<file path="config.mk">
export PLATFORM = sky130hd
export DESIGN_NAME = octree_op_sequencer_flat
export DESIGN_NICKNAME = d
export VERILOG_FILES = /design/src/rtl/octree_op_sequencer_if.sv /design/src/rtl/octree_op_sequencer.sv /design/src/flat_wrapper.sv
export SDC_FILE = /design/constraint.sdc
export NUM_CORES = 1
export LEC_CHECK = 0
export ABC_AREA = 1
export CAP_MARGIN = 20
export CORE_UTILIZATION = 50
export CTS_CLUSTER_DIAMETER = 100
export CTS_CLUSTER_SIZE = 40
export DETAILED_ROUTE_END_ITERATION = 16
export PLACE_DENSITY = 0.72
export SLEW_MARGIN = 20
export SYNTH_ARGS = -nofsm -noshare
export SYNTH_HDL_FRONTEND = slang
export SYNTH_SLANG_ARGS = --single-unit
</file>
<file path="constraint.sdc">
create_clock -name clk -period 1.9 [get_ports clk]
set_clock_uncertainty 0.1 [all_clocks]
set_input_delay 0.57 -clock clk [delete_from_list [all_inputs] [get_ports clk]]
set_output_delay 0.57 -clock clk [all_outputs]
set_load 0.02 [all_outputs]
</file>
<file path="src/rtl/octree_op_sequencer_if.sv">
// rtl/octree_op_sequencer_if.sv - command/engine handshake bundle for the octree op sequencer
// Purpose: groups the command queue, engine start/done and status signals.
// Signals (slave = sequencer side, master = command/engine side):
//   cmd_valid, cmd_op, cmd_ready : command queue handshake
//   abort                        : cancel current op and flush the queue
//   op_start, op_done            : one-hot engine start pulse / per-engine done pulses
//   mem_select, cur_op           : SRAM owner code / opcode being executed
//   busy, bad_cmd, timeout_err   : activity flag and one-cycle error pulses
//   done_cnt                     : saturating completed-operation count
interface octree_op_sequencer_if #(
    parameter int CONTROL_WIDTH = 8,
    parameter int NUM_OPS       = 3,
    parameter int SELECT_WIDTH  = 3,
    parameter int CNT_WIDTH     = 16
);
    logic                     cmd_valid;
    logic [CONTROL_WIDTH-1:0] cmd_op;
    logic                     cmd_ready;
    logic                     abort;
    logic [NUM_OPS-1:0]       op_start;
    logic [NUM_OPS-1:0]       op_done;
    logic [SELECT_WIDTH-1:0]  mem_select;
    logic [CONTROL_WIDTH-1:0] cur_op;
    logic                     busy;
    logic                     bad_cmd;
    logic                     timeout_err;
    logic [CNT_WIDTH-1:0]     done_cnt;

    modport slave (
        input  cmd_valid, cmd_op, abort, op_done,
        output cmd_ready, op_start, mem_select, cur_op, busy, bad_cmd, timeout_err, done_cnt
    );

    modport master (
        output cmd_valid, cmd_op, abort, op_done,
        input  cmd_ready, op_start, mem_select, cur_op, busy, bad_cmd, timeout_err, done_cnt
    );
endinterface

</file>
<file path="src/rtl/octree_op_sequencer.sv">
// rtl/octree_op_sequencer.sv - queued one-at-a-time dispatcher for octree operation engines
// Purpose: queues opcodes, hands each to its engine with a one-hot start pulse, owns the
//          SRAM mux select while the engine runs, and waits for done/abort/watchdog.
// Ports:
//   clk   : clock
//   rst_n : asynchronous active-low reset
//   bus   : octree_op_sequencer_if.slave (command queue, engine start/done, status)
module octree_op_sequencer #(
    parameter int                              CONTROL_WIDTH  = 8,
    parameter int                              NUM_OPS        = 3,
    parameter int                              SELECT_WIDTH   = 3,
    parameter logic [NUM_OPS*SELECT_WIDTH-1:0] OP_SEL_MAP     = {3'd2, 3'd2, 3'd1},
    parameter int                              FIFO_DEPTH     = 4,
    parameter int                              TIMEOUT_CYCLES = 1024,
    parameter int                              CNT_WIDTH      = 16
) (
    input logic                  clk,
    input logic                  rst_n,
    octree_op_sequencer_if.slave bus
);
    localparam int PTR_W = $clog2(FIFO_DEPTH);
    localparam int TMR_W = $clog2(TIMEOUT_CYCLES);
    localparam logic [TMR_W-1:0] TIMER_LAST = TMR_W'(TIMEOUT_CYCLES - 1);

    localparam logic [1:0] ST_IDLE  = 2'd0;
    localparam logic [1:0] ST_START = 2'd1;
    localparam logic [1:0] ST_RUN   = 2'd2;

    logic [1:0]               state_q, state_d;
    logic [CONTROL_WIDTH-1:0] cur_op_q, cur_op_d;
    logic [SELECT_WIDTH-1:0]  mem_select_q, mem_select_d;
    logic [NUM_OPS-1:0]       op_start_q, op_start_d;
    logic [TMR_W-1:0]         timer_q, timer_d;
    logic [CNT_WIDTH-1:0]     done_cnt_q, done_cnt_d;
    logic                     timeout_q, timeout_d;
    logic                     bad_cmd_q, bad_cmd_d;
    logic [PTR_W:0]           wr_ptr_q, wr_ptr_d;
    logic [PTR_W:0]           rd_ptr_q, rd_ptr_d;
    logic [CONTROL_WIDTH-1:0] fifo_mem [FIFO_DEPTH];

    logic                     fifo_empty;
    logic                     fifo_full;
    logic                     cmd_legal;
    logic                     push;
    logic                     pop;
    logic                     run_exit;
    logic                     done_hit;
    logic [CONTROL_WIDTH-1:0] head_op;
    logic [SELECT_WIDTH-1:0]  head_sel;
    logic [NUM_OPS-1:0]       start_vec;

    // Pointers carry one extra wrap bit so full and empty are distinguishable.
    assign fifo_empty = (wr_ptr_q == rd_ptr_q);
    assign fifo_full  = (wr_ptr_q[PTR_W] != rd_ptr_q[PTR_W]) &&
                        (wr_ptr_q[PTR_W-1:0] == rd_ptr_q[PTR_W-1:0]);
    assign cmd_legal  = (bus.cmd_op != '0) && (bus.cmd_op <= CONTROL_WIDTH'(NUM_OPS));
    // A same-cycle abort wins over an incoming command.
    assign push       = bus.cmd_valid && !fifo_full && cmd_legal && !bus.abort;
    assign bad_cmd_d  = bus.cmd_valid && !fifo_full && !cmd_legal;
    assign head_op    = fifo_mem[rd_ptr_q[PTR_W-1:0]];

    // Abort flushes by snapping the read pointer onto the write pointer.
    assign wr_ptr_d = push ? (wr_ptr_q + (PTR_W+1)'(1)) : wr_ptr_q;
    assign rd_ptr_d = bus.abort ? wr_ptr_q : (pop ? (rd_ptr_q + (PTR_W+1)'(1)) : rd_ptr_q);

    // Opcode-to-engine decode; only the active engine's done bit is looked at.
    always_comb begin
        head_sel  = '0;
        start_vec = '0;
        done_hit  = 1'b0;
        for (int k = 0; k < NUM_OPS; k++) begin
            if (head_op == CONTROL_WIDTH'(k + 1)) begin
                head_sel = OP_SEL_MAP[k*SELECT_WIDTH +: SELECT_WIDTH];
            end
            if (cur_op_q == CONTROL_WIDTH'(k + 1)) begin
                start_vec[k] = 1'b1;
                done_hit     = bus.op_done[k];
            end
        end
    end

    always_comb begin
        state_d      = state_q;
        cur_op_d     = cur_op_q;
        mem_select_d = mem_select_q;
        op_start_d   = '0;
        timer_d      = timer_q;
        done_cnt_d   = done_cnt_q;
        timeout_d    = 1'b0;
        pop          = 1'b0;
        run_exit     = 1'b0;
        case (state_q)
            ST_IDLE: begin
                // Select is registered here so it is stable a cycle before op_start.
                if (!bus.abort && !fifo_empty) begin
                    pop          = 1'b1;
                    cur_op_d     = head_op;
                    mem_select_d = head_sel;
                    state_d      = ST_START;
                end
            end
            ST_START: begin
                timer_d = '0;
                if (bus.abort) begin
                    cur_op_d     = '0;
                    mem_select_d = '0;
                    state_d      = ST_IDLE;
                end else begin
                    op_start_d = start_vec;
                    state_d    = ST_RUN;
                end
            end
            ST_RUN: begin
                timer_d = timer_q + TMR_W'(1);
                if (done_hit) begin
                    run_exit = 1'b1;
                    if (done_cnt_q != '1) begin
                        done_cnt_d = done_cnt_q + CNT_WIDTH'(1);
                    end
                end else if (bus.abort) begin
                    run_exit = 1'b1;
                end else if (timer_q == TIMER_LAST) begin
                    run_exit  = 1'b1;
                    timeout_d = 1'b1;
                end
                // Returning through IDLE with select 0 gives the SRAM a turnaround cycle.
                if (run_exit) begin
                    cur_op_d     = '0;
                    mem_select_d = '0;
                    state_d      = ST_IDLE;
                end
            end
            default: begin
                cur_op_d     = '0;
                mem_select_d = '0;
                state_d      = ST_IDLE;
            end
        endcase
    end

    always_ff @(posedge clk or negedge rst_n) begin
        if (!rst_n) begin
            state_q      <= ST_IDLE;
            cur_op_q     <= '0;
            mem_select_q <= '0;
            op_start_q   <= '0;
            timer_q      <= '0;
            done_cnt_q   <= '0;
            timeout_q    <= 1'b0;
            bad_cmd_q    <= 1'b0;
            wr_ptr_q     <= '0;
            rd_ptr_q     <= '0;
        end else begin
            state_q      <= state_d;
            cur_op_q     <= cur_op_d;
            mem_select_q <= mem_select_d;
            op_start_q   <= op_start_d;
            timer_q      <= timer_d;
            done_cnt_q   <= done_cnt_d;
            timeout_q    <= timeout_d;
            bad_cmd_q    <= bad_cmd_d;
            wr_ptr_q     <= wr_ptr_d;
            rd_ptr_q     <= rd_ptr_d;
        end
    end

    always_ff @(posedge clk) begin
        if (push) begin
            fifo_mem[wr_ptr_q[PTR_W-1:0]] <= bus.cmd_op;
        end
    end

    assign bus.cmd_ready   = !fifo_full;
    assign bus.op_start    = op_start_q;
    assign bus.mem_select  = mem_select_q;
    assign bus.cur_op      = cur_op_q;
    assign bus.busy        = (state_q != ST_IDLE) || !fifo_empty;
    assign bus.bad_cmd     = bad_cmd_q;
    assign bus.timeout_err = timeout_q;
    assign bus.done_cnt    = done_cnt_q;
endmodule

</file>
<file path="src/flat_wrapper.sv">
// flat-port wrapper written by rule: the top's interface ports become plain ports
module octree_op_sequencer_flat 
#(
    parameter int                              CONTROL_WIDTH  = 8,
    parameter int                              NUM_OPS        = 3,
    parameter int                              SELECT_WIDTH   = 3,
    parameter logic [NUM_OPS*SELECT_WIDTH-1:0] OP_SEL_MAP     = {3'd2, 3'd2, 3'd1},
    parameter int                              FIFO_DEPTH     = 4,
    parameter int                              TIMEOUT_CYCLES = 1024,
    parameter int                              CNT_WIDTH      = 16
)
  (clk, rst_n, bus_cmd_valid, bus_cmd_op, bus_abort, bus_op_done, bus_cmd_ready, bus_op_start, bus_mem_select, bus_cur_op, bus_busy, bus_bad_cmd, bus_timeout_err, bus_done_cnt);
  octree_op_sequencer_if #(.CONTROL_WIDTH(CONTROL_WIDTH), .NUM_OPS(NUM_OPS), .SELECT_WIDTH(SELECT_WIDTH), .CNT_WIDTH(CNT_WIDTH)) bus_i ();
  input logic clk;
  input logic rst_n;
  input wire logic [$bits(bus_i.cmd_valid)-1:0] bus_cmd_valid;
  input wire logic [$bits(bus_i.cmd_op)-1:0] bus_cmd_op;
  input wire logic [$bits(bus_i.abort)-1:0] bus_abort;
  input wire logic [$bits(bus_i.op_done)-1:0] bus_op_done;
  output wire logic [$bits(bus_i.cmd_ready)-1:0] bus_cmd_ready;
  output wire logic [$bits(bus_i.op_start)-1:0] bus_op_start;
  output wire logic [$bits(bus_i.mem_select)-1:0] bus_mem_select;
  output wire logic [$bits(bus_i.cur_op)-1:0] bus_cur_op;
  output wire logic [$bits(bus_i.busy)-1:0] bus_busy;
  output wire logic [$bits(bus_i.bad_cmd)-1:0] bus_bad_cmd;
  output wire logic [$bits(bus_i.timeout_err)-1:0] bus_timeout_err;
  output wire logic [$bits(bus_i.done_cnt)-1:0] bus_done_cnt;
  assign bus_i.cmd_valid = bus_cmd_valid;
  assign bus_i.cmd_op = bus_cmd_op;
  assign bus_i.abort = bus_abort;
  assign bus_i.op_done = bus_op_done;
  assign bus_cmd_ready = bus_i.cmd_ready;
  assign bus_op_start = bus_i.op_start;
  assign bus_mem_select = bus_i.mem_select;
  assign bus_cur_op = bus_i.cur_op;
  assign bus_busy = bus_i.busy;
  assign bus_bad_cmd = bus_i.bad_cmd;
  assign bus_timeout_err = bus_i.timeout_err;
  assign bus_done_cnt = bus_i.done_cnt;
  octree_op_sequencer #(.CONTROL_WIDTH(CONTROL_WIDTH), .NUM_OPS(NUM_OPS), .SELECT_WIDTH(SELECT_WIDTH), .OP_SEL_MAP(OP_SEL_MAP), .FIFO_DEPTH(FIFO_DEPTH), .TIMEOUT_CYCLES(TIMEOUT_CYCLES), .CNT_WIDTH(CNT_WIDTH)) u_core (.clk(clk), .rst_n(rst_n), .bus(bus_i));
endmodule
</file>
==> results of run 1 <==
==> critical path: cells and delay by family, from the launching register on <==
family,cells,cell delay (ns)
flops,1,0.43
simple gates,1,0.17
xor+xnor,1,0.22
buf+inv,1,0.19
==> metrics by stage <==
| step | instance area [um^2] | total power, mW | hold slack (ns) |
|---|---|---|---|
| floorplan | 4150 | 3.56 | 0.174 |
| global placement | 4960 | 4.27 | 0.380 |
| detailed placement | 4960 | 4.34 | 0.380 |
| CTS | 5110 | 5.53 | 0.00972 |
| global route | 5220 | 6.00 | 0.0176 |
| finish | 5220 | 5.63 | 0.00210 |
==> registers in the layout, indices dropped and copies added (netlist names) <==
signal / flops
u_core.bus.timeout_err: 1
u_core.bus.cur_op: 8
u_core.timer_q: 10
u_core.wr_ptr_q: 3
u_core.bus.mem_select: 2
u_core.bus.bad_cmd: 1
u_core.bus.done_cnt: 16
u_core.state_q: 2
u_core.fifo_mem: 32
u_core.rd_ptr_q: 3
u_core.bus.op_start: 3
==> routing by layer <==
metal / vias to the layer above / share of wire (%) / global-route usage, %
met5: - / 0 / 0
li1: 1660 / - / -
met4: 0 / 2.5 / 9.38
met3: 28 / 5.0 / 4.02
met2: 111 / 49 / 37.9
met1: 1580 / 43 / 28.8
==> kinds of logic after synthesis <==
logic type	share of synthesized area (%)
buffers and inverters	7.14
DFF	53.3
other	0.0914
and+or+nand+nor	28.5
adders and majority gates	3.05
AOI/OAI and AO/OA	3.90
xor gates and xnor gates	3.99
==> power by group through the flow <==
stage	registers, mW	clock network [mW]	logic, mW
6_report	2.09	1.22	2.31
3_3_place_gp	2.12	0	2.15
3_5_place_dp	2.13	0	2.21
4_1_cts	2.10	1.24	2.19
2_1_floorplan	2.18	0	1.38
5_1_grt	2.12	1.32	2.56
==> cells in the final DEF, fill, tap and decap left out, drive strengths merged <==
cell type and count:
or2 2, o211ai 2, a21boi 1, nor3 10, nand2 131, conb 1
nand3 46, clkbuf 9, buf 46, a21oi 10, edfxtp 32, clkdlybuf4s50 5
clkdlybuf4s15 1, xnor2 12, nor4 1, o21a 1, nor2 47, xor2 5
o21ai 16, nand4 14, clkinv 1, dlygate4sd2 38, dfrtp 49, ha 10
clkinvlp 1, inv 60
==> cell type report <==
| cell class | count | share of cell area [%] |
|---|---|---|
| multi-input cells | 309 | 33.2 |
| flip-flops and latches | 81 | 41.9 |
| inverters | 55 | 4.05 |
| clock inverters | 7 | 1.30 |
| clock buffers | 9 | 2.38 |
| repair buffers | 90 | 14.7 |
| well taps | 102 | 2.45 |
==> worst min path at each step <==
stage | endpoint | slack, ns | cells after the start | start
after global routing | u_core.bus.op_start[0]$_DFF_PN0_ | 0.02 | 1 | rst_n
after global placement | u_core.timer_q[5]$_DFFE_PN0P_ | 0.38 | 1 | u_core.timer_q[5]$_DFFE_PN0P_
after floorplan | u_core.bus.bad_cmd$_DFF_PN0_ | 0.17 | 0 | rst_n
after detailed placement | u_core.bus.mem_select[0]$_DFFE_PN0P_ | 0.38 | 2 | u_core.bus.mem_select[0]$_DFFE_PN0P_
final | u_core.bus.op_start[0]$_DFF_PN0_ | 0.002 | 1 | rst_n
after CTS | u_core.bus.op_start[0]$_DFF_PN0_ | 0.01 | 1 | rst_n
==> timing repair <==
item,CTS,global route
buffers inserted,1,5
endpoints found under the setup margin,65,21
cloned,0,3
pin swaps,10,6
gates resized for setup,53,14
==> results.sh, run 1 <==
export IMPL_ctsRootBufferMaster="clkbuf_8"
export IMPL_die_w_um=92.6
export IMPL_row_count=32
export IMPL_syn_area_um2=4100
export IMPL_powerDensity_nw_per_um2=1080
export IMPL_place_inst=628
export IMPL_yosysWarnings=0
export IMPL_antenna_found_initial=0
export IMPL_grt_first_pass_wirelength_um=15000
export IMPL_io_pin_count=49
export IMPL_path_max_fanout=3
export IMPL_fp_dieH_um=92.6
export IMPL_synth_cells=452
export IMPL_cts_made_buffers=9
export IMPL_rrSetupSlack_ns=0.07
export IMPL_htree_levels=3
export IMPL_crit_path_end_kind="output port"
export IMPL_ys_seq_area_share_pct=53.3
export IMPL_syn_avg_cell_area_um2=9.08
export IMPL_switching_share_pct=39.7
export IMPL_final_setup_viol_count=2
export IMPL_synth_top_area_cell="dfrtp_1"
export IMPL_die_area_um2=8570
export IMPL_fin_setup_tns_ns=-0.199
export IMPL_multi_input_area_um2=1730
export IMPL_p_int_mw=3.39
export IMPL_synth_seq_cells=81
export IMPL_yosys_top_cells_area="dfrtp_1, edfxtp_1, nand2_1"
export IMPL_p_leak_nw=2.49
export IMPL_grt_usage_pct=22.6
export IMPL_coreArea_um2=7850
export IMPL_synth_most_common_cell="nand2_1"
export IMPL_start_kind="register"
export IMPL_power_share_clock_pct=21.8
export IMPL_post_route_min_period_ns=2.03
export IMPL_drtPass1Iterations=5
export IMPL_final_util_pct=66.5
export IMPL_critPathCapture="bus_busy"
export IMPL_cts_tree="yes"
export IMPL_drive_above_1_share_pct=20.7
export IMPL_r2r_cells=9
export IMPL_finalCritPeriodShare_pct=107
export IMPL_combinationalPowerShare_pct=41.0
export IMPL_hold_buffers=0
export IMPL_critical_path_class="reg -> out"
export IMPL_n_fill_cell=661
export IMPL_violations="negative setup slack"
export IMPL_maxCapViolCount=0
export IMPL_slowest_stage="dfrtp_1"
export IMPL_cts_buffer_depth=2
export IMPL_wl_per_cell_um=13.9
export IMPL_port_buffers=47
export IMPL_clk_latency_ns=0.35
export IMPL_hold_violations=0
export IMPL_fmax_ghz=0.493
export IMPL_start_util_pct=52.3
export IMPL_hp_class="in -> async"
export IMPL_yosysUniqueCellTypes=36
export IMPL_grt_max_degree=27
export IMPL_rsz0062_at_grt="yes"
export IMPL_grt_pass1_vias=3286
export IMPL_layout_setup_ws_ns=-0.128
export IMPL_async_flop_share_pct=60.5
export IMPL_gr_total_overflow=0
export IMPL_dp_hpwl_um=6570
export IMPL_final_cells=653
export IMPL_r2r_end="u_core.bus.done_cnt[0]$_DFFE_PN0P_"
export IMPL_area_growth_synth_to_final_pct=27.1
export IMPL_r2r_start="u_core.bus.done_cnt[1]$_DFFE_PN0P_"
export IMPL_place_ws_ns=-0.467
export IMPL_seq_area_um2=2190
export IMPL_slew_viol_final=0
export IMPL_cp_cell_sequence="xnor2_2 -> nand4_1 -> buf_4"
export IMPL_path_clk_slew_ns=0.10
export IMPL_drt_iter0_drc=134
export IMPL_viasPerCell=5.17
export IMPL_cp_data_arrival_time_ns=1.36
export IMPL_via_count=3379
export IMPL_required_ns=1.23
export IMPL_p_seq_share_pct=37.2
export IMPL_slowest_delay_ns=0.43
export IMPL_clock_sinks=81
export IMPL_antenna_cells=0
export IMPL_postRouteAntennaNets=0
export IMPL_synth_ff_type="dfrtp_1"
export IMPL_drt_wl_total_um=9070
export IMPL_synth_top_area_share_pct=29.9
export IMPL_outcome="finished, violations left"
export IMPL_synthTopCellsByCount="nand2_1, dfrtp_1, inv_1"
export IMPL_peakVddDrop_mv=0.544
export IMPL_p_switching_mw=2.23
export IMPL_startpoint="u_core.rd_ptr_q[1]$_DFFE_PN0P_"
export IMPL_synth_fp_nets=477
export IMPL_drc=0
export IMPL_place_congestion=0.814
export IMPL_fin_nets=571
export IMPL_synth_edf_count=32
Note: power is estimated with default switching activity, not from simulation.
==> run 2: changes to the inputs <==
--- a/config.mk
+++ b/config.mk
@@ -7,11 +7,11 @@
 export LEC_CHECK = 0
 export ABC_AREA = 1
 export CAP_MARGIN = 20
-export CORE_UTILIZATION = 50
+export CORE_UTILIZATION = 45
 export CTS_CLUSTER_DIAMETER = 100
 export CTS_CLUSTER_SIZE = 40
 export DETAILED_ROUTE_END_ITERATION = 16
-export PLACE_DENSITY = 0.72
+export PLACE_DENSITY = 0.65
 export SLEW_MARGIN = 20
 export SYNTH_ARGS = -nofsm -noshare
 export SYNTH_HDL_FRONTEND = slang
==> constraint.sdc (replaced) <==
create_clock -name clk -period 1.9 [get_ports clk]
set_clock_uncertainty 0.1 [all_clocks]
set_input_delay 0.57 -clock clk [delete_from_list [all_inputs] [get_ports clk]]
set_output_delay 0.57 -clock clk [all_outputs]
set_load 0.01 [all_outputs]
==> results.sh, run 2 (synthesis gave the netlist of run 1 again) <==
export IMPL_outcome="finished, violations left"
export IMPL_violations="negative setup slack"
export IMPL_p_leak_nw=2.54
export IMPL_die_w_um=97.5
export IMPL_final_cells=670
export IMPL_coreArea_um2=8760
export IMPL_drc=0
export IMPL_dpl_instance_area_um2=4970
export IMPL_viasPerCell=5.02
export IMPL_wl_per_cell_um=13.4
export IMPL_fmax_ghz=0.500
export IMPL_drtPass1Iterations=4
export IMPL_hold_buffers=0
export IMPL_cp_data_arrival_time_ns=1.33
export IMPL_slew_viol_final=0
export IMPL_hp_class="in -> async"
export IMPL_rsz0062_at_grt="yes"
export IMPL_n_fill_cell=756
export IMPL_gr_total_overflow=0
export IMPL_drt_iter0_drc=96
export IMPL_path_clk_slew_ns=0.10
export IMPL_io_pin_count=49
export IMPL_powerDensity_nw_per_um2=1050
export IMPL_layout_setup_ws_ns=-0.102
export IMPL_grt_max_degree=26
export IMPL_cts_buffer_depth=2
export IMPL_drt_wl_total_um=9010
export IMPL_start_kind="register"
export IMPL_path_max_fanout=3
export IMPL_maxCapViolCount=0
export IMPL_design_area_um2=5350
export IMPL_antenna_cells=0
export IMPL_final_common_cell="nand2_1"
export IMPL_critical_path_class="reg -> out"
export IMPL_ctsRootBufferMaster="clkbuf_8"
export IMPL_area_growth_synth_to_final_pct=30.4
export IMPL_finalCritPeriodShare_pct=105
export IMPL_start_util_pct=46.8
export IMPL_hold_violations=0
export IMPL_die_area_um2=9500
export IMPL_crit_path_end_kind="output port"
export IMPL_grt_usage_pct=19.8
export IMPL_htree_levels=3
export IMPL_grt_first_pass_wirelength_um=15000
export IMPL_place_inst=634
export IMPL_grt_pass1_vias=3269
export IMPL_port_buffers=47
export IMPL_required_ns=1.23
export IMPL_clock_sinks=81
export IMPL_peakVddDrop_mv=0.541
export IMPL_p_total_mw=5.64
export IMPL_fin_nets=582
export IMPL_dp_hpwl_um=6480
export IMPL_cts_made_buffers=9
export IMPL_final_setup_viol_count=2
export IMPL_via_count=3361
export IMPL_largest_reg_flops=32
export IMPL_drive_above_1_share_pct=23.0
export IMPL_final_cell_mix="nand2_1, buf_4, dfrtp_1"
export IMPL_place_congestion=0.836
export IMPL_whs_ns=0.0144
export IMPL_fp_dieH_um=97.5
export IMPL_cts_tree="yes"
export IMPL_post_route_min_period_ns=2.00
export IMPL_postRouteAntennaNets=0
export IMPL_row_count=34
export IMPL_antenna_found_initial=0
export IMPL_clk_latency_ns=0.36
## run 2: changes by cell type in the layout (fill, tap and decap cells not counted), sizes merged
cell	change
dlygate4sd2	+1
clkinvlp	-1
nand2	-1
clkdlybuf4s15	-1
buf	+12
inv	+1
## run 2: path summary, 6_finish.rpt
| check | start | endpoint | slack (ns) | cells after the start |
|---|---|---|---|---|
| max in group asynchronous | rst_n | u_core.bus.done_cnt[8]$_DFFE_PN0P_ | 1.20 | 2 |
| worst max-delay path | u_core.rd_ptr_q[1]$_DFFE_PN0P_ | bus_busy | -0.10 | 3 |
| min in group clk | u_core.bus.cur_op[7]$_DFFE_PN0P_ | u_core.bus.cur_op[7]$_DFFE_PN0P_ | 0.41 | 2 |
| worst max register to register | u_core.bus.done_cnt[0]$_DFFE_PN0P_ | u_core.bus.done_cnt[12]$_DFFE_PN0P_ | 0.09 | 11 |
| worst min-delay path | rst_n | u_core.bus.op_start[0]$_DFF_PN0_ | 0.01 | 1 |
| worst min register to register | u_core.bus.cur_op[7]$_DFFE_PN0P_ | u_core.bus.cur_op[7]$_DFFE_PN0P_ | 0.41 | 2 |
## run 2: cell type report
cell class	instances	area (um^2)	area share, %
Timing Repair Buffer	102	863	16.1
Multi-Input combinational cell	308	1750	32.7
Clock buffer	9	124	2.32
Sequential cell	81	2190	40.9
Clock inverter	7	76.3	1.43
Inverter	55	211	3.95
Tap cell	108	135	2.53
## run 2: power breakdown
| part | switching [mW] | internal [mW] |
|---|---|---|
| registers | 0.110 | 1.96 |
| logic | 1.32 | 0.957 |
| clock network | 0.755 | 0.528 |
## run 2: repair_timing
action / in CTS / in global routing
gates cloned: 0 / 2
resized for setup: 54 / 13
buffers inserted: 17 / 1
pin swaps: 11 / 2
endpoints found under the setup margin: 65 / 22
## run 2: metal layers
metal	up-vias	share of wire, %	wire length, um	global-route usage, %
li1	1675	-	-	-
met1	1587	45	4050	24.6
met2	85	50	4460	34.2
met3	14	4.2	380	4.89
met4	0	1.3	115	5.32
met5	-	0	0	0
## run 2: per-stage QoR
| stage | setup WS [ns] | TNS (ns) | util (%) |
|---|---|---|---|
| floorplan | 0.0436 | 0 | - |
| detailed placement | -0.508 | -19.20 | 56.7 |
| CTS | -0.134 | -0.243 | 60.1 |
| finish | -0.102 | -0.195 | 61.1 |
| global route | -0.185 | -0.448 | 61.1 |
| global placement | -0.461 | -17.38 | 56.7 |
## run 2: worst max-delay path: stages (launching register included)
cell	delay, ns
dfrtp_1	0.42
xnor2_2	0.25
nand4_1	0.14
buf_2	0.16
==> run 3: changes to the inputs <==
--- a/config.mk
+++ b/config.mk
@@ -7,11 +7,12 @@
 export LEC_CHECK = 0
 export ABC_AREA = 1
 export CAP_MARGIN = 20
-export CORE_UTILIZATION = 45
+export CORE_UTILIZATION = 42
 export CTS_CLUSTER_DIAMETER = 100
 export CTS_CLUSTER_SIZE = 40
 export DETAILED_ROUTE_END_ITERATION = 16
-export PLACE_DENSITY = 0.65
+export MAX_ROUTING_LAYER = met4
+export PLACE_DENSITY = 0.61
 export SLEW_MARGIN = 20
 export SYNTH_ARGS = -nofsm -noshare
 export SYNTH_HDL_FRONTEND = slang
==> results.sh, run 3 (synthesis gave the netlist of run 1 again) <==
export IMPL_post_route_min_period_ns=1.94
export IMPL_slew_viol_final=0
export IMPL_drt_iter0_drc=96
export IMPL_maxCapViolCount=0
export IMPL_grt_usage_pct=20.3
export IMPL_required_ns=1.23
export IMPL_postRouteAntennaNets=0
export IMPL_cts_buffer_depth=2
export IMPL_final_util_pct=58.4
export IMPL_clock_sinks=81
export IMPL_drive_above_1_share_pct=23.9
export IMPL_crit_path_end_kind="output port"
export IMPL_wl_per_cell_um=13.3
export IMPL_port_buffers=47
export IMPL_violations="negative setup slack"
export IMPL_hp_class="in -> async"
export IMPL_place_inst=658
export IMPL_r2r_start="u_core.state_q[0]$_DFFE_PN0P_"
export IMPL_antenna_cells=0
export IMPL_drc=0
export IMPL_place_congestion=0.865
export IMPL_dpl_instance_area_um2=5010
export IMPL_final_cell_mix="nand2_1, buf_4, dfrtp_1"
export IMPL_hold_violations=0
export IMPL_p_leak_nw=2.65
export IMPL_fin_setup_tns_ns=-0.0682
export IMPL_grt_pass1_vias=3191
export IMPL_startpoint="u_core.wr_ptr_q[2]$_DFFE_PN0P_"
export IMPL_area_growth_synth_to_final_pct=33.4
export IMPL_grt_max_degree=50
export IMPL_row_count=35
export IMPL_fp_dieH_um=101
export IMPL_cp_data_arrival_time_ns=1.27
export IMPL_hold_buffers=0
export IMPL_dp_hpwl_um=6650
export IMPL_path_max_fanout=3
export IMPL_fmax_ghz=0.516
export IMPL_coreArea_um2=9370
export IMPL_design_area_um2=5470
export IMPL_drtPass1Iterations=4
export IMPL_path_clk_slew_ns=0.09
export IMPL_final_cells=702
export IMPL_clk_latency_ns=0.36
export IMPL_finalCritPeriodShare_pct=102
export IMPL_start_util_pct=43.8
export IMPL_io_pin_count=49
export IMPL_layout_setup_ws_ns=-0.0370
export IMPL_outcome="finished, violations left"
export IMPL_rsz0062_at_grt="yes"
export IMPL_largest_reg_flops=32
export IMPL_peakVddDrop_mv=0.441
export IMPL_die_area_um2=10200
export IMPL_grt_first_pass_wirelength_um=15200
export IMPL_cts_tree="yes"
export IMPL_drt_wl_total_um=9330
export IMPL_fin_nets=593
export IMPL_htree_levels=3
export IMPL_antenna_found_initial=0
export IMPL_cts_made_buffers=9
export IMPL_final_common_cell="nand2_1"
export IMPL_gr_total_overflow=0
export IMPL_die_w_um=101
export IMPL_viasPerCell=4.67
export IMPL_start_kind="register"
export IMPL_critical_path_class="reg -> out"
export IMPL_via_count=3277
export IMPL_final_setup_viol_count=2
export IMPL_powerDensity_nw_per_um2=1060
export IMPL_ctsRootBufferMaster="clkbuf_8"
## run 3: changes by cell type in the layout (fill, tap and decap cells not counted), sizes merged
cell           delta
buf              +11
bufinv            +2
dlymetal6s2s      +2
inv               -2
clkdlybuf4s50     -1
dlygate4sd2       -1
## run 3: cell type report
class | instances | area, um^2
repair buffers | 113 | 937
fillers | 857 | 3900
clock inverters | 7 | 106
flip-flops and latches | 81 | 2190
inverters | 55 | 211
well taps | 129 | 161
multi-input cells | 308 | 1740
clock buffers | 9 | 124
## run 3: worst max-delay path, cell delays in order (launching register included)
cell and delay [ns]:
dfrtp_1 0.41, xnor2_2 0.20, inv_1 0.06, nand3_1 0.10, buf_2 0.14
## run 3: path summary, 6_finish.rpt
path,to,slack [ns],cells after the start
max,bus_cmd_ready,-0.04,4
min,u_core.bus.done_cnt[13]$_DFFE_PN0P_,0.08,2
max reg2reg,u_core.bus.done_cnt[3]$_DFFE_PN0P_,0.10,9
min reg2reg,u_core.bus.mem_select[0]$_DFFE_PN0P_,0.39,2
max in group asynchronous,u_core.bus.done_cnt[7]$_DFFE_PN0P_,1.36,2
min in group clk,u_core.bus.mem_select[0]$_DFFE_PN0P_,0.39,2
## run 3: timing repair
action / 4_1_cts / 5_1_grt
setup endpoints to repair: 64 / 55
resized for setup: 52 / 13
setup buffers: 20 / 6
pin swaps: 12 / 15
gates cloned: 0 / 2
## run 3: power by group
part           internal (mW)  switching, mW  total (mW)  leakage (nW)
clock network          0.766          0.705        1.47         0.117
registers               1.96          0.118        2.08         0.937
logic                  0.939           1.33        2.27          1.59
total                   3.67           2.16        5.82          2.65
## run 3: per-stage QoR
| step | total power, mW | hold slack [ns] | setup WS [ns] |
|---|---|---|---|
| global placement | 4.25 | 0.370 | -0.438 |
| floorplan | 3.49 | 0.174 | 0.0436 |
| global route | 6.25 | 0.0955 | -0.0945 |
| finish | 5.82 | 0.0770 | -0.0370 |
| detailed placement | 4.30 | 0.373 | -0.488 |
| CTS | 5.79 | 0.0778 | -0.147 |
## run 3: per-layer routing
| layer | part of all wire, % | track usage [%] | routed length [um] |
|---|---|---|---|
| met1 | 47 | 25.8 | 4360 |
| met2 | 49 | 33.6 | 4620 |
| met3 | 2.9 | 3.26 | 266 |
| met4 | 0.98 | 6.02 | 91 |
| met5 | 0 | - | 0 |
==> edit 1 (settings of run 1) <==
`CNT_WIDTH` is set to 16 in 3 places; all go to 20.
--- a/src/rtl/octree_op_sequencer_if.sv
+++ b/src/rtl/octree_op_sequencer_if.sv
@@ -11,7 +11,7 @@
     parameter int CONTROL_WIDTH = 8,
     parameter int NUM_OPS       = 3,
     parameter int SELECT_WIDTH  = 3,
-    parameter int CNT_WIDTH     = 16
+    parameter int CNT_WIDTH     = 20
 );
     logic                     cmd_valid;
     logic [CONTROL_WIDTH-1:0] cmd_op;
--- a/src/rtl/octree_op_sequencer.sv
+++ b/src/rtl/octree_op_sequencer.sv
@@ -12,7 +12,7 @@
     parameter logic [NUM_OPS*SELECT_WIDTH-1:0] OP_SEL_MAP     = {3'd2, 3'd2, 3'd1},
     parameter int                              FIFO_DEPTH     = 4,
     parameter int                              TIMEOUT_CYCLES = 1024,
-    parameter int                              CNT_WIDTH      = 16
+    parameter int                              CNT_WIDTH      = 20
 ) (
     input logic                  clk,
     input logic                  rst_n,
--- a/src/flat_wrapper.sv
+++ b/src/flat_wrapper.sv
@@ -7,7 +7,7 @@
     parameter logic [NUM_OPS*SELECT_WIDTH-1:0] OP_SEL_MAP     = {3'd2, 3'd2, 3'd1},
     parameter int                              FIFO_DEPTH     = 4,
     parameter int                              TIMEOUT_CYCLES = 1024,
-    parameter int                              CNT_WIDTH      = 16
+    parameter int                              CNT_WIDTH      = 20
 )
   (clk, rst_n, bus_cmd_valid, bus_cmd_op, bus_abort, bus_op_done, bus_cmd_ready, bus_op_start, bus_mem_select, bus_cur_op, bus_busy, bus_bad_cmd, bus_timeout_err, bus_done_cnt);
   octree_op_sequencer_if #(.CONTROL_WIDTH(CONTROL_WIDTH), .NUM_OPS(NUM_OPS), .SELECT_WIDTH(SELECT_WIDTH), .CNT_WIDTH(CNT_WIDTH)) bus_i ();
Ports: changed (resized bus_done_cnt); port bits go from 49 to 53. No check against the original RTL was run, so the function may have changed too.
==> edit 1 against run 1 <==
The run still ends with negative setup slack left; global-route usage grew 0.79 points; cell area up 8.8%; sequential power increased by 6%; power rose by 4.4%; area after synthesis increased by 5.8%; sequential share of layout area is 1.6 points lower; critical path depth up 1; sequential cell count increased by 4; routed wire length is 8.8% higher; setup slack worse by 19 ps.
==> edit 1: results (changes against run 1) <==
Yosys
  • Synth top area cells: dfrtp_1, edfxtp_1, nand2_1
  • Synth cell types: 33 (-8.3%)
  • Post-synthesis compound-gate area fraction: 0.0317 (-0.00734)
  • Net count after synthesis: 538 (+13%)
  • Post-Synth Adder-Cell Area: 0.0288 (-0.00168)
  • Post-synth EDFFs: 32 (unchanged)
  • Register area share after synthesis: 0.527 (-0.00629)
  • Post-Syn Area per Cell: 8.46 um2 (-6.8%)
  • Commonest cells in the netlist: nand2_1, dfrtp_1, nor2_1
  • Xor and xnor area share after synthesis: 0.0484 (+0.00846)

Detailed routing
  • WL met2: 4740 um (+6.4%)
  • Met1 wire length: 4480 um (+14%)
  • Metal3 WL: 506 um (+13%)
  • DR WL/cell: 13.5 um (-3.1%)
  • Drt pass-1 iters: 4 (-1)
  • Initial DRC Count: 168 (+25%)

Finish
  • Layout Utilization: 0.683 (+0.0189)
  • Max reg flops: 32 (unchanged)
  • N_diodes: 0 (unchanged)
  • Fillers: 682 (+3.2%)
  • Net count, final: 648 (+13%)
  • Proportion of layout cells with a drive suffix above 1: 0.167 (-0.0397)
  • Final std cells w/o fill: 733 (+12%)

Global route
  • Tot GR Track Use: 0.234 (+0.00787)
  • Vias in the first global route: 3513 (+6.9%)
  • Largest net degree at the start of global routing: 54 (+100%)
  • Initial antenna violation count: 0 (unchanged)
  • First-pass GRT wire length: 16000 um (+6.6%)

Pwr
  • Clk pwr: 1.37 mW (+12%)
  • Pint: 3.73 mW (+9.8%)
  • IR drop worst, VDD: 0.556 mV (+2.2%)
  • Leakage power: 2.80 nW (+13%)
  • Combinational Power Share: 0.390 (-0.020)
  • Total power: 5.88 mW (+4.4%)

Placement
  • Port bufs: 51 (+8.5%)
  • RePlAce Congestion: 0.856 (+5.2%)
  • Post-placement setup slack: -624 ps (-157 ps)
  • Placed cell count: 709 (+13%)
  • DP HPWL: 7130 um (+8.6%)
  • Placed inst area: 5310 um2 (+7.1%)

Worst setup path
  • Path depth of the worst reg2reg path: 8 (-1)
  • CP max stage delay: 410 ps (-20 ps)
  • Reg2Reg Capture Point: u_core.fifo_mem[3][4]
  • Setup crit start: u_core.wr_ptr_q[0]
  • FF-to-FF setup slack: -100 ps (-170 ps)
  • Worst r2r src: u_core.wr_ptr_q[1]
  • WP data arrival: 1380 ps (+20 ps)

Clocking
  • Reg clk slew, reported paths: 80 ps (-20 ps)
  • H-tree depth: 3 (unchanged)

Run status
  • Status: finished with violations
  • Failing checks: negative setup slack

STA
  • Final WS setup: -147 ps (-19.1 ps)
  • Worst hold slack: 84.9 ps (+82.8 ps)
  • Final setup TNS: -2350 ps (-2150 ps)
  • Final setup violation count: 36 (+34)
-- edit 1: cell types whose count changed after synthesis, sizes merged, moves of 2 or more --
| cell | before | now |
|---|---|---|
| nand2 | 130 | 176 |
| a21oi | 10 | 8 |
| dfrtp | 49 | 53 |
| nand3 | 45 | 41 |
| nand4 | 13 | 15 |
| xor2 | 5 | 13 |
| nor2 | 47 | 55 |
-- edit 1: area by class of cell --
class                   count  area share
clock buffers              13      0.0307
clock inverters             3     0.00750
inverters                  57      0.0386
multi-input cells         361       0.330
flip-flops and latches     85       0.403
well taps                 105      0.0232
repair buffers            109       0.166
-- edit 1: what timing repair did --
action                     CTS  global route
cloned                       0             1
buffers inserted             4             4
setup endpoints to repair   71            66
gates resized for setup     54            26
pin swaps                    9             6
-- edit 1: routing by layer --
metal  track usage  vias up
met1         0.314     1727
met2         0.374       89
li1              -     1860
met5             0        -
met3        0.0423       12
met4        0.0934        0
==> edit 2 (flow settings as in run 1) <==
Without the edit above. Reset style: synchronous (`rst_n`), changed in one clocked block. Comments in the files are not updated.
--- a/src/rtl/octree_op_sequencer.sv
+++ b/src/rtl/octree_op_sequencer.sv
@@ -138,7 +138,7 @@
         endcase
     end
 
-    always_ff @(posedge clk or negedge rst_n) begin
+    always_ff @(posedge clk) begin
         if (!rst_n) begin
             state_q      <= ST_IDLE;
             cur_op_q     <= '0;
Behaviour: differs if rst_n is asserted again (counterexample within 4 cycles, from zero or initial values and one cycle with rst_n low); with rst_n held inactive, the same outputs for 10 cycles.
==> edit 2 against run 1 <==
The run still ends with negative setup slack left; area after synthesis shrank 3.9%; cell area down 0.98%; power down 13%; sequential cell count increased by 2; sequential share of layout area decreased by 3.4 points; combinational power is 32% lower; die area fell by 3.8%; setup slack improved by 31 ps; routed wire length down 3.4%; sequential power is 2% lower; fmax grew 1.5%; worst hold slack better by 360 ps; critical path type unchanged; critical endpoint unchanged; largest cell class unchanged.
==> edit 2: results (changes against run 1) <==
Detailed routing
  • Drt pass-1 iters: 4 (-1)
  • DR WL/cell: 13.0 um (-6.7%)

Worst setup path
  • Setup crit start: u_core.rd_ptr_q[1]
  • Worst r2r src: u_core.wr_ptr_q[1]
  • CP max FO: 2 (-1)
  • Reg2Reg Capture Point: u_core.fifo_mem[2][4]

Yosys
  • Xor and xnor area share after synthesis: 0.0422 (+0.00226)
  • Synth top area cells: dfxtp_1, edfxtp_1, nand2_1
  • FFs w/ async S/R, synth: 0 (-0.605)
  • Top_reg_cell synth: dfxtp_1
  • Post-Synth Adder-Cell Area: 0.0317 (+0.00124)
  • Commonest cells in the netlist: nand2_1, dfxtp_1, inv_1
  • Post-synthesis compound-gate area fraction: 0.0758 (+0.0368)
  • Net count after synthesis: 495 (+3.8%)
  • Register area share after synthesis: 0.503 (-0.0304)

STA
  • Final setup violation count: 2 (unchanged)
  • Worst hold slack: 367 ps (+364 ps)
  • Final WS setup: -97.2 ps (+30.5 ps)

Finish
  • Net count, final: 594 (+4.0%)
  • Proportion of layout cells with a drive suffix above 1: 0.218 (+0.0109)

Placement
  • DP HPWL: 6470 um (-1.4%)
  • RePlAce Congestion: 0.887 (+8.9%)

Pwr
  • Clk pwr: 1.28 mW (+5%)
  • Leakage power: 2.20 nW (-11%)
  • Sequential group power: 2.05 mW (-2%)
  • IR drop worst, VDD: 0.706 mV (+30%)
  • Pint: 3.21 mW (-5.6%)

Clocking
  • CTS resizes: 63 (+19%)
  • Post-CTS setup buffers: 4 (+3)

Global route
  • Vias in the first global route: 3163 (-3.7%)
  • Tot GR Track Use: 0.226 (-0.000250)
  • First-pass GRT wire length: 14600 um (-2.1%)
  • Largest net degree at the start of global routing: 17 (-37%)

Run status
  • Failing checks: negative setup slack
  • Status: finished with violations

Min path
  • Worst hold path class: flop to flop
[edit 2: cell types whose count changed after synthesis, sizes merged, moves of 5 or more]
cell   change
dfxtp     +51
dfrtp     -49
a21oi     +17
xor2       +8
xnor2      -6
nand4      -5
[edit 2: per-layer routing]
layer	wire length, um	track usage
met5	0	0
met3	445	0.0345
met1	4010	0.299
met4	171	0.0979
met2	4120	0.367
[edit 2: layout make-up]
type                    count  area, um2
multi-input cells         323       1810
flip-flops and latches     83       1990
inverters                  52        200
clock inverters             7       72.6
fillers                   643       2520
clock buffers               9        124
repair buffers            100        845
well taps                 102        128
[edit 2: stage by stage]
step	power, mW	cells	TNS [ps]	instance area [um2]
after floorplan	2.97	470	0	3970
after global placement	3.50	657	-17720	4880
after detailed placement	3.54	657	-19860	4880
after CTS	4.81	676	-192	5090
after global routing	5.17	676	-1010	5160
final	4.89	676	-186	5160
[edit 2: critical path, cell delays in order (launching register included)]
cell	delay [ps]
dfxtp_2	330
xor2_1	160
nor2_2	160
nand3_1	130
buf_2	180
